`src/rtl/decoder38_pkg.sv`:
```
// Shared types and constants for the 3-to-8 round-robin grant decoder.
// Holds the FSM state enum, inactive output patterns and the round-robin search helper.
package decoder38_pkg;

  localparam int unsigned NUM_CH        = 8;
  localparam logic [7:0]  Y_INACTIVE_HI = 8'h00;
  localparam logic [7:0]  Y_INACTIVE_LO = 8'hFF;

  typedef enum logic [1:0] {
    IDLE,
    GRANT,
    GAP
  } state_t;

  // First set request at or after last+1, wrapping modulo 8; k=8 lands back on last.
  function automatic logic [2:0] rr_pick(input logic [7:0] req, input logic [2:0] last);
    logic [2:0] idx;
    logic       found;
    rr_pick = last;
    found   = 1'b0;
    for (int unsigned k = 1; k <= NUM_CH; k++) begin
      idx = last + 3'(k);
      if (!found && req[idx]) begin
        rr_pick = idx;
        found   = 1'b1;
      end
    end
  endfunction

endpackage

```
`src/rtl/dec38_pol.sv`:
```
// Polarity-selectable 3-to-8 decoder: one-hot (s=1) or one-cold (s=0) when enabled,
// otherwise the inactive pattern for the selected polarity.
module dec38_pol
  import decoder38_pkg::*;
(
  input  logic       en,
  input  logic       s,
  input  logic [2:0] w,
  output logic [7:0] y
);

  logic [7:0] onehot;

  always_comb begin
    onehot = 8'h01 << w;
    y      = s ? Y_INACTIVE_HI : Y_INACTIVE_LO;
    if (en) begin
      y = s ? onehot : ~onehot;
    end
  end

endmodule

```
`src/rtl/decoder38_rr_arbiter.sv`:
```
// 8-channel round-robin arbiter with IDLE/GRANT/GAP FSM and polarity-selectable grant lines.
// Optional per-owner hold limit enabled by defining HOLD_TIMEOUT_EN (limit = MAX_HOLD cycles).
module decoder38_rr_arbiter
  import decoder38_pkg::*;
#(
  parameter int unsigned MAX_HOLD = 15
) (
  input  logic       clk,
  input  logic       rst,
  input  logic [7:0] req,
  input  logic       done,
  input  logic       e,
  input  logic       s,
  output logic [2:0] w,
  output logic [7:0] y,
  output logic       busy
);

  state_t     state_q;
  logic [2:0] w_q;
  logic [2:0] last_q;
  logic       busy_q;
  logic [2:0] owner_d;
  logic       release_d;
  logic       timeout;

`ifdef HOLD_TIMEOUT_EN
  localparam logic [3:0] HOLD_LAST = 4'(MAX_HOLD - 1);

  logic [3:0] hold_cnt_q;

  always_ff @(posedge clk or posedge rst) begin
    if (rst) begin
      hold_cnt_q <= '0;
    end else if (state_q == IDLE && !e && (req != '0)) begin
      hold_cnt_q <= '0;
    end else if (state_q == GRANT) begin
      hold_cnt_q <= hold_cnt_q + 4'd1;
    end
  end

  assign timeout = (hold_cnt_q == HOLD_LAST);
`else
  assign timeout = 1'b0;
`endif

  always_comb begin
    owner_d   = rr_pick(req, last_q);
    release_d = done | ~req[w_q] | timeout;
  end

  // Disable takes priority over any release, so last is not updated on an e-abort.
  always_ff @(posedge clk or posedge rst) begin
    if (rst) begin
      state_q <= IDLE;
      w_q     <= '0;
      last_q  <= 3'd7;
      busy_q  <= 1'b0;
    end else if (e) begin
      state_q <= IDLE;
      busy_q  <= 1'b0;
    end else begin
      case (state_q)
        IDLE: begin
          if (req != '0) begin
            state_q <= GRANT;
            w_q     <= owner_d;
            busy_q  <= 1'b1;
          end
        end
        GRANT: begin
          if (release_d) begin
            state_q <= GAP;
            last_q  <= w_q;
            busy_q  <= 1'b0;
          end
        end
        GAP: begin
          state_q <= IDLE;
        end
        default: begin
          state_q <= IDLE;
          busy_q  <= 1'b0;
        end
      endcase
    end
  end

  assign w    = w_q;
  assign busy = busy_q;

  dec38_pol u_pol (
    .en (state_q == GRANT),
    .s  (s),
    .w  (w_q),
    .y  (y)
  );

endmodule

```
`config.mk`:
```
export PLATFORM = sky130hd
export DESIGN_NAME = decoder38_rr_arbiter
export DESIGN_NICKNAME = d
export VERILOG_FILES = /design/src/rtl/decoder38_pkg.sv /design/src/rtl/dec38_pol.sv /design/src/rtl/decoder38_rr_arbiter.sv
export SDC_FILE = /design/constraint.sdc
export NUM_CORES = 1
export LEC_CHECK = 0
export BUFFER_PORTS_ARGS = -buffer_cell sky130_fd_sc_hd__buf_4
export CAP_MARGIN = 20
export CORE_ASPECT_RATIO = 1.4
export CORE_MARGIN = 4
export CORE_UTILIZATION = 50
export DETAILED_ROUTE_END_ITERATION = 10
export PLACE_DENSITY = 0.76
export SYNTH_ARGS = -nofsm -noshare
export SYNTH_HDL_FRONTEND = slang
export SYNTH_SLANG_ARGS = --single-unit
```
`constraint.sdc`:
```
create_clock -name clk -period 9.9 [get_ports clk]
set_input_delay 0.99 -clock clk [delete_from_list [all_inputs] [get_ports clk]]
set_output_delay 0.99 -clock clk [all_outputs]
set_load 0.1 [all_outputs]
```
==> flow_summary.yaml <==
drt:
  dr.pass1.iters: 4
  post_drt_wl_per_cell_um: 19.19
  drt_iter0_drc: 34
  drt-met1-wl_um: 1678
  wl_met3_um: 185
  met2_length_um: 2181
  routed.top_layer: "met4"
  vias_per_cell: 6.875
  drc: 0
  wl_um: 4144
  vias: 1485
  ant_nets: 0
worst_setup_path:
  worstPathArrival_ns: 3.62
  worstSetupEndpointType: "flop"
  cp_data_required_time_ns: 10.01
  r2r-start: "last_q[0]"
  start_kind: "flop"
  r2r_setup_slack_ns: 6.39
  path_class: "flop to flop"
  r2r-end: "w[2]"
  path_max_fanout: 17
  reg2reg_depth: 8
placed_design:
  portBuffers: 24
  gp_congestion: 0.9634
  hpwl_um: 3193
die:
  die_w_um: 55.29
  core_area_mm2: 0.002935
  die_h_um: 74.20
  dieArea_mm2: 0.004102
  row_count: 23
  pin_count: 25
  initial_core_util_pct: 53.32
finish:
  nNetsFinal: 195
  drive_gt1_share_pct: 34.64
  multi_input_area_mm2: 0.001255
  area_delta_synth_final_pct: 14.15
  fillerInstances: 263
  register_area_um2: 229.0
  diodes: 0
  fin_util_pct: 60.87
sta:
  fin_setup_tns_ns: 0
  max_slew.worst_pin.slew_ns: 0.5259
  fin_crit_ns: 3.512
  fmax_ghz: 0.2848
  fin_worst_skew_ns: 0.0001204
  rsz0062_at_grt: "no"
  fin_crit_sh_pct: 35.47
  drv_slew: 0
  hold_violations: 0
  setup_violations: 0
  max-slew-margin-rel_pct: 64.25
clock_tree:
  cts.sinks: 9
  cts_hold_buffers: 0
  ctsRootBufferMaster: "clkbuf_8"
  h-tree-depth: 1
  max-clock-path-buffers: 2
  cts.clk_slew.worst_paths_ns: 0.05
  worstSkewPairLatency_ns: 0.23
  cts_inserted_buffers: 3
  cts_setup_buffers: 0
  cts_tree: "done"
  cts_repair_resize_count: 0
min_path:
  min-delay-start: "state_q[1]"
  holdPathEnd: "state_q[0]"
  hold_depth: 1
  min_path_type: "flop to flop"
synth:
  synth.avg_cell_area_um2: 9.722
  synth_top_cell_by_area: "mux4_2"
  yosys_warnings: 0
  yosysSeqAreaShare_pct: 14.63
  yosysUniqueCellTypes: 54
  yosysTopAreaCellShare_pct: 24.46
  syn_inst: 161
  synth_edf_count: 0
  ys_ff_latch: 9
  postSynthNetCount: 176
  async_flop_share_pct: 100.0
  ys.flop_type: "dfrtp_1"
  ys_top_cells_by_area: "mux4_2 (24%), dfrtp_1 (9.6%), mux2i_1 (5.8%)"
  netlist_area_mm2: 0.001565
global_routing:
  grt_pass1_wl_um: 7086
  grt_pass1_vias: 1475
  grt_max_degree: 18
  antenna_found_initial: 0
  globalRoute.totalOverflow: 0
  grt_usage_pct: 21.44
run:
  maxCapViolCount: 0
status:
  outcome: "finished, final reports clean"
[sequential cells by signal, indices dropped and copies added (netlist names)]
| signal | flops |
|---|---|
| w | 3 |
| state_q | 2 |
| busy | 1 |
| last_q | 3 |
[area by class of cell]
cell class | instances | area share [%]
Multi-Input combinational cell | 134 | 70.24
Sequential cell | 9 | 12.82
Timing Repair Buffer | 24 | 10.08
Tap cell | 37 | 2.591
Clock buffer | 3 | 2.311
Inverter | 8 | 1.681
Clock inverter | 1 | 0.2801
[routing by layer]
layer | track usage (%) | up-vias
met3 | 4.167 | 9
met5 | 0 | -
met4 | 8.378 | 0
met1 | 26.89 | 740
li1 | - | 678
met2 | 36.71 | 58
[synthesized netlist by cell type, types with 4 or more instances]
library cell   n
mux4_2        17
mux2_2         6
buf_2          5
nand2b_1       4
nor3_1         4
xor2_1         6
clkbuf_1       4
nor2_1         6
mux2i_1        9
nand2_1       10
nor4_1         4
xnor2_1        5
o211ai_1       5
inv_1          7
a21oi_1        8
o21ai_0        5
dfrtp_1        6
[placed cells by master, fill, tap and decap left out, types with 2 or more instances in the layout]
| cell | instances |
|---|---|
| buf_4 | 24 |
| mux4_2 | 17 |
| nand2_1 | 10 |
| mux2i_1 | 9 |
| a21oi_1 | 8 |
| inv_1 | 7 |
| nor2_1 | 6 |
| mux2_2 | 6 |
| xor2_1 | 6 |
| dfrtp_1 | 6 |
| o211ai_1 | 5 |
| o21ai_0 | 5 |
| xnor2_1 | 5 |
| nand2b_1 | 4 |
| nor4_1 | 4 |
| nor3_1 | 4 |
| nand3_1 | 3 |
| nand3b_1 | 3 |
| nor2b_1 | 3 |
| clkbuf_8 | 3 |
| dfstp_2 | 3 |
| a211oi_1 | 2 |
| a32oi_1 | 2 |
| and2_1 | 2 |
| nor4b_1 | 2 |
| ha_1 | 2 |
[worst max path at each step]
stage               from  endpoint  slack [ns]
4_1_cts        last_q[0]      w[2]        6.39
2_1_floorplan       w[1]      y[6]        5.60
6_report       last_q[0]      w[2]        6.39
3_5_place_dp   last_q[0]      w[2]        6.40
3_3_place_gp   last_q[0]      w[2]        6.54
5_1_grt        last_q[0]      w[2]        6.13
[through the flow]
step | setup WS [ns] | cells | area (um2) | hold WS (ns)
after CTS | 6.393 | 216 | 1787 | 0.5910
after global routing | 6.135 | 216 | 1787 | 0.6357
final | 6.388 | 216 | 1787 | 0.5992
after floorplan | 5.605 | 161 | 1565 | 0.5231
after detailed placement | 6.404 | 212 | 1740 | 0.5833
after global placement | 6.536 | 212 | 1740 | 0.5781
[cells by family (layout without fill, tap and decap cells)]
kind of cell,count (synthesis),count (layout),synth area share (%)
adder cells (fa/ha/maj),2,2,1.598
AND/OR/NAND/NOR,50,50,19.50
flip-flops,9,9,14.63
XOR/XNOR,12,12,7.194
AO/OA/AOI/OAI,36,36,15.51
multiplexers,34,34,36.37
buffers and inverters,18,36,5.195
[worst max-delay path: stages (launching register included)]
cell	delay (ns)
dfstp_2	0.78
inv_1	0.20
ha_1	0.66
mux4_2	0.45
mux2_4	0.33
nand4b_4	0.23
or4_4	0.56
o211ai_1	0.10
o21ai_1	0.08
Power is not shown: default switching activity piles up to over one toggle a cycle in this logic, so the estimate is an artifact.
